**src/rtl/pipelined_barrel_shifter_if.sv**
```systemverilog
// Operand/result handshake bundle for pipelined_barrel_shifter.
// out_zero exists only when BSH_ZERO_FLAG_EN is defined.
interface pipelined_barrel_shifter_if #(
    parameter int WIDTH = 8
);
    localparam int SHW = $clog2(WIDTH);

    logic             in_valid;
    logic             in_ready;
    logic [WIDTH-1:0] in_data;
    logic [SHW-1:0]   in_shamt;
    logic [1:0]       in_mode;
    logic             out_valid;
    logic             out_ready;
    logic [WIDTH-1:0] out_data;
`ifdef BSH_ZERO_FLAG_EN
    logic             out_zero;

    modport master (
        output in_valid, in_data, in_shamt, in_mode, out_ready,
        input  in_ready, out_valid, out_data, out_zero
    );

    modport slave (
        input  in_valid, in_data, in_shamt, in_mode, out_ready,
        output in_ready, out_valid, out_data, out_zero
    );
`else
    modport master (
        output in_valid, in_data, in_shamt, in_mode, out_ready,
        input  in_ready, out_valid, out_data
    );

    modport slave (
        input  in_valid, in_data, in_shamt, in_mode, out_ready,
        output in_ready, out_valid, out_data
    );
`endif

endinterface

```
**src/rtl/pipelined_barrel_shifter.sv**
```systemverilog
// Pipelined barrel shifter: one register stage per shift-amount bit, valid/ready on both sides.
// Optional registered zero flag on the result when BSH_ZERO_FLAG_EN is defined.
module pipelined_barrel_shifter #(
    parameter int  WIDTH = 8,
    localparam int SHW   = $clog2(WIDTH)
) (
    input  logic                     clk,
    input  logic                     rst,
    pipelined_barrel_shifter_if.slave bus
);

    typedef enum logic [1:0] {
        MODE_SLL = 2'b00,
        MODE_SRL = 2'b01,
        MODE_SRA = 2'b10,
        MODE_ROL = 2'b11
    } mode_e;

    logic [SHW-1:0]   v_q;
    logic [WIDTH-1:0] data_q    [SHW];
    logic [SHW-1:0]   shamt_q   [SHW];
    mode_e            mode_q    [SHW];

    logic [SHW-1:0]   en;
    logic [SHW-1:0]   src_v;
    logic [WIDTH-1:0] src_data  [SHW];
    logic [SHW-1:0]   src_shamt [SHW];
    mode_e            src_mode  [SHW];
    logic [WIDTH-1:0] nxt_data  [SHW];

    // SRA reads the current MSB, which every earlier SRA stage has preserved.
    function automatic logic [WIDTH-1:0] shift_stage(
        input logic [WIDTH-1:0] x,
        input logic             do_shift,
        input mode_e            mode,
        input int               k
    );
        logic [WIDTH-1:0] r;
        int s;
        s = 1 << k;
        r = x;
        if (do_shift) begin
            case (mode)
                MODE_SLL: r = x << s;
                MODE_SRL: r = x >> s;
                MODE_SRA: r = $signed(x) >>> s;
                default:  r = (x << s) | (x >> (WIDTH - s));
            endcase
        end
        return r;
    endfunction

    // en[k] = !v[k] | en[k+1] unrolled: a stage may advance unless it and every stage after it are full and the sink stalls.
    always_comb begin : enable_chain
        logic all_valid;
        all_valid = 1'b1;
        en        = '0;
        for (int k = SHW - 1; k >= 0; k--) begin
            all_valid = all_valid & v_q[k];
            en[k]     = bus.out_ready | ~all_valid;
        end
    end

    always_comb begin
        src_v        = '0;
        src_v[0]     = bus.in_valid;
        src_data[0]  = bus.in_data;
        src_shamt[0] = bus.in_shamt;
        src_mode[0]  = mode_e'(bus.in_mode);
        for (int k = 1; k < SHW; k++) begin
            src_v[k]     = v_q[k-1];
            src_data[k]  = data_q[k-1];
            src_shamt[k] = shamt_q[k-1];
            src_mode[k]  = mode_q[k-1];
        end
        for (int k = 0; k < SHW; k++) begin
            nxt_data[k] = shift_stage(src_data[k], src_shamt[k][k], src_mode[k], k);
        end
    end

    always_ff @(posedge clk) begin
        if (rst) begin
            v_q <= '0;
            for (int k = 0; k < SHW; k++) begin
                data_q[k]  <= '0;
                shamt_q[k] <= '0;
                mode_q[k]  <= MODE_SLL;
            end
        end else begin
            for (int k = 0; k < SHW; k++) begin
                if (en[k]) begin
                    v_q[k]     <= src_v[k];
                    data_q[k]  <= nxt_data[k];
                    shamt_q[k] <= src_shamt[k];
                    mode_q[k]  <= src_mode[k];
                end
            end
        end
    end

`ifdef BSH_ZERO_FLAG_EN
    logic zero_q;

    // Zero flag is computed from the value the final stage is about to capture, so it shares its hold behaviour.
    always_ff @(posedge clk) begin
        if (rst) begin
            zero_q <= 1'b0;
        end else if (en[SHW-1]) begin
            zero_q <= (nxt_data[SHW-1] == '0);
        end
    end

    assign bus.out_zero = zero_q;
`endif

    assign bus.in_ready  = en[0];
    assign bus.out_valid = v_q[SHW-1];
    assign bus.out_data  = data_q[SHW-1];

endmodule

```
**src/flat_wrapper.sv**
```systemverilog
// flat-port wrapper written by rule: the top's interface ports become plain ports
module pipelined_barrel_shifter_flat 
#(
    parameter int  WIDTH = 8,
    localparam int SHW   = $clog2(WIDTH)
)
  (clk, rst, bus_in_valid, bus_in_data, bus_in_shamt, bus_in_mode, bus_out_ready, bus_in_ready, bus_out_valid, bus_out_data);
  pipelined_barrel_shifter_if #(.WIDTH(WIDTH)) bus_i ();
  input  logic clk;
  input  logic rst;
  input wire logic [$bits(bus_i.in_valid)-1:0] bus_in_valid;
  input wire logic [$bits(bus_i.in_data)-1:0] bus_in_data;
  input wire logic [$bits(bus_i.in_shamt)-1:0] bus_in_shamt;
  input wire logic [$bits(bus_i.in_mode)-1:0] bus_in_mode;
  input wire logic [$bits(bus_i.out_ready)-1:0] bus_out_ready;
  output wire logic [$bits(bus_i.in_ready)-1:0] bus_in_ready;
  output wire logic [$bits(bus_i.out_valid)-1:0] bus_out_valid;
  output wire logic [$bits(bus_i.out_data)-1:0] bus_out_data;
  assign bus_i.in_valid = bus_in_valid;
  assign bus_i.in_data = bus_in_data;
  assign bus_i.in_shamt = bus_in_shamt;
  assign bus_i.in_mode = bus_in_mode;
  assign bus_i.out_ready = bus_out_ready;
  assign bus_in_ready = bus_i.in_ready;
  assign bus_out_valid = bus_i.out_valid;
  assign bus_out_data = bus_i.out_data;
  pipelined_barrel_shifter #(.WIDTH(WIDTH)) u_core (.clk(clk), .rst(rst), .bus(bus_i));
endmodule
```
**config.mk**
```make
export PLATFORM = sky130hd
export DESIGN_NAME = pipelined_barrel_shifter_flat
export DESIGN_NICKNAME = d
export VERILOG_FILES = /design/src/rtl/pipelined_barrel_shifter_if.sv /design/src/rtl/pipelined_barrel_shifter.sv /design/src/flat_wrapper.sv
export SDC_FILE = /design/constraint.sdc
export NUM_CORES = 1
export LEC_CHECK = 0
export BUFFER_PORTS_ARGS = -buffer_cell sky130_fd_sc_hd__buf_2
export CAP_MARGIN = 20
export CORE_MARGIN = 2
export CORE_UTILIZATION = 25
export DETAILED_ROUTE_END_ITERATION = 6
export GPL_TIMING_DRIVEN = 0
export PLACE_DENSITY = 0.38
export SYNTH_ARGS = -nofsm -noshare
export SYNTH_HDL_FRONTEND = slang
export SYNTH_SLANG_ARGS = --single-unit
export TNS_END_PERCENT = 50
```
**constraint.sdc**
```tcl
create_clock -name clk -period 1.8 [get_ports clk]
set_input_delay 0.09 -clock clk [delete_from_list [all_inputs] [get_ports clk]]
set_output_delay 0.09 -clock clk [all_outputs]
set_load 0.01 [all_outputs]
```
* Word-level counts from Yosys, hierarchy flattened *
Memory sizes are Yosys's and may differ from the RTL's.
Index checks and enable logic that the tools add are counted.

word-level totals
  bits in registers = 3
  memory bits (writable) = 39
  bits of input ports = 17
  output and inout port bits = 10
  word-level logic and storage cells = 61
  memories kept = 3

operators by class
  eq/ne operators = 6
  muxes and demuxes = 26
  bitwise gates (word level) = 20
  reduce and logical (&&, ||, !) cells = 3

memory list
  name            words  bits a word  rd ports  clocked after memory_dff  wr ports  line                            text
  u_core.data_q   3      8            3         0                         3         pipelined_barrel_shifter.sv:20  logic [WIDTH-1:0] data_q [SHW];
  u_core.shamt_q  3      3            2         0                         3         pipelined_barrel_shifter.sv:21  logic [SHW-1:0] shamt_q [SHW];
  u_core.mode_q   3      2            2         0                         3         pipelined_barrel_shifter.sv:22  mode_e mode_q [SHW];

operators by type and width
  operator              number
  $pmux W8 S3           3
  $mux W8               6
  $or A1 B1 Y1          12
  $mux W1               11
  $mux W3               3
  $or A8 B1 Y8          1
  $or A8 B2 Y8          1
  $or A8 B4 Y8          1
  $eq A2 B1 Y1 const B  3
  $eq A2 B2 Y1 const B  3
  $logic_not A2 Y1      3
  $mux W2               3
  $not A1 Y1            3
  $and A1 B1 Y1         2

* Longest topological paths before layout *
  depth in word-level cells = 8
  mapped depth = 5
  mapped depth without buffers = 3

* Worst setup path after synthesis *
OpenSTA, ideal clock, no wires.

  path type = register to register
  start = register u_core.v_q[2]
  end = memory u_core.data_q[2][6] (netlist: u_core.data_q[0][22]) (data pin)
  setup time = 0.274 ns
  arrival time = 1.139 ns
  required time = 1.526 ns
  setup slack = 0.387 ns
  cell stages (with the launch flop) = 6
  path buffers = 2
  clock period less this slack = 1.413 ns
  cell sequence = dfxtp_1 > nand4b_1 > nand2b_1 > buf_2 > buf_4 > a211oi_1

RTL lines
  element                          line                            text
  start, declared                  pipelined_barrel_shifter.sv:19  logic [SHW-1:0] v_q;
  start signal, assigned by index  pipelined_barrel_shifter.sv:92  v_q[k] <= src_v[k];
  end, declared                    pipelined_barrel_shifter.sv:20

==> metrics.txt <==
setup repair bufs after CTS=0; Cells after Synth=164; worst-margin pin slew=0.578 ns; Setup CP Type=reg2reg; # setup viols final=0; CTS sink cnt=34; DR vias/cell=4.36; Worst path max stage delay=0.40 ns; # port buffers=25; gr usage total=9.66%; HP Class=in2reg; Worst Path Required=1.84 ns; fin crit share=84.8%; CP Buf/Inv Count=2; Hold Buf Count CTS=0; clk_skew=0.0101 ns; vias in the first global route=1277; register area share after synthesis=52.9%; clk buf depth=2; # H-tree levels=2; Distinct cells, synth=31; area leader, netlist=edfxtp_1; critical path cell sequence=nand4b_1 > nand2b_1 > buf_2 > buf_2 > a21oi_1; Num CTS Buffers=5; hold_ws=0.0341 ns; Routability Congestion=0.728; crit start category=flop; Max Cap Viol=0; RSZ-0062 raised after global routing=no; top cell type's share of synthesized area=49.7%; Die H=90.5 um; fmax=655 MHz; initial core utilization=25.8%; gr ovfl total=0; CP max-delay cell=dfxtp_1; first-pass GRT wire length=6200 um; die width=90.5 um; Pleak=0.891 nW; Flop pwr share=52.9%; Psw=0.000434 W; Post-Syn Nets=181; IO Count=27; die area=0.00820 sq mm; vias=1291; FF+latch count, synth=34; status=completed; post-layout min period=1.53 ns; ratio of cells with drive above 1 in the final layout=31.0%; crit path max fanout=10; DR pass1 iterations=4; Fillers=762; post-route ant nets=0; Post-Syn Area=0.00187 sq mm; relative slew slack=61.2%; Worst VDD drop=0.197 mV; WL per Instance=12.1 um; R2R setup slack=0.27 ns; pin count of the biggest net entering global routing=13; sw frac=24.3%; PD cells=807 mW/mm^2; most used cell, CP=buf_2; Worst-path clk slew=0.07 ns; P&R area growth vs syn=18.1%; num rows=31; Core Box Area=0.00725 sq mm; dpl hpwl=2760 um; yosys warns=0; combinational group share of total power=14.3%; Antenna diodes=0; clock network power share=32.8%; initial antenna violation count=0; Hold Fails Final Rpt=0; final wirelength=3600 um; delay-heaviest family, CP=buffers and inverters; critical path endpoint category=flop; WP data arrival=1.56 ns; CTS tree=done; Internal=0.00135 W; Root Driver=clkbuf_8; Avg Synthesized Cell Area=11.4 sq um; post-cts gate resize count=0; Synth area leaders=edfxtp_1 50%, mux2i_1 5.3%, a211oi_1 4.4%; initial drt markers=41; aggregate negative setup slack=0 ns; max-slew violation count=0; DRC=0; Nets=213; worst-skew pair later-pin latency=0.29 ns
## tightest hold or removal path, cell delays in order
cell and delay [ns]:
buf_2 0.09, inv_1 0.04, a21oi_1 0.05
## layout by cell type (no fill, tap or decap), drive strengths merged
master / n
a221oi: 1
nand2b: 2
nand4b: 2
nand3b: 1
nor2b: 3
buf: 42
nand3: 5
a31oi: 4
nand2: 8
or2: 2
a22oi: 3
inv: 6
nand4: 2
mux2: 4
nor3: 1
and3b: 1
a211oi: 17
and2b: 1
edfxtp: 31
dfxtp: 3
and2: 7
mux2i: 10
o21ai: 2
xnor2: 3
a21oi: 6
nor2: 21
clkbuf: 9
## state kept, by name (all words and copies together), names as in the netlist
register / cells
u_core.v_q: 3
u_core.data_q: 24
u_core.shamt_q: 3
u_core.mode_q: 4
## routing by layer
metal | vias to the layer above | part of all wire [%] | GRT usage (%)
met2 | 28 | 51 | 17.4
met5 | - | 0 | 0
met4 | 0 | 2.4 | 5.00
met3 | 8 | 4.1 | 2.59
met1 | 598 | 42 | 10.3
li1 | 657 | - | -
## cell families (layout without fill, tap and decap cells)
| logic type | after synthesis | count (layout) | synth area share [%] |
|---|---|---|---|
| buffers and inverters | 24 | 57 | 7.35 |
| xor gates and xnor gates | 3 | 3 | 3.41 |
| and+or+nand+nor | 56 | 56 | 15.0 |
| muxes | 14 | 14 | 7.75 |
| AOI/OAI and AO/OA | 33 | 33 | 13.6 |
| DFF | 34 | 34 | 52.9 |
## cells in the mapped netlist (all sizes together)
cell,instances
a221oi,1
nand4b,2
inv,6
mux2i,10
nand4,2
a211oi,17
nor2b,3
xnor2,3
buf,17
edfxtp,31
nand3b,1
and3b,1
a22oi,3
or2,2
and2b,1
nand2b,2
a31oi,4
nor2,21
dfxtp,3
and2,7
nor3,1
clkbuf,1
mux2,4
nand2,8
o21ai,2
a21oi,6
nand3,5
## area by class of cell
class                   count  area (sq um)  area share (%)
multi-input cells         106           743            33.6
inverters                   6          22.5            1.02
plain buffers              18           115            5.21
repair buffers             25           125            5.66
flip-flops and latches     34           991            44.8
well taps                  99           124            5.60
clock buffers               8          90.1            4.07
## path summary, 6_finish.rpt
path / start / end / depth (start not counted)
hold / removal: bus_in_valid / u_core.v_q[0] / 3
hold reg to reg: u_core.v_q[0] / u_core.v_q[1] / 2
setup / recovery: u_core.v_q[2] / u_core.data_q[0][18] / 5
setup reg to reg: u_core.v_q[2] / u_core.data_q[0][18] / 5
## stage by stage
stage                     instances  util, %  power, W  cell area (sq um)  setup slack, ns
final                           296     30.5   0.00178               2210            0.274
after global routing            296     30.5   0.00189               2210           0.0967
after CTS                       296     30.5   0.00182               2210            0.265
after detailed placement        288     29.2   0.00122               2120            0.287
after global placement          288     29.2   0.00121               2120            0.298
after floorplan                 164        -   0.00114               1870            0.387
## power groups by stage
stage / registers, W / clock network, W / logic (W)
after floorplan: 0.000952 / 0 / 0.000185
after global placement: 0.000960 / 0 / 0.000253
after detailed placement: 0.000961 / 0 / 0.000257
after CTS: 0.000944 / 0.000616 / 0.000258
after global routing: 0.000949 / 0.000651 / 0.000286
final: 0.000944 / 0.000586 / 0.000255
(Power assumes the default switching activity.)
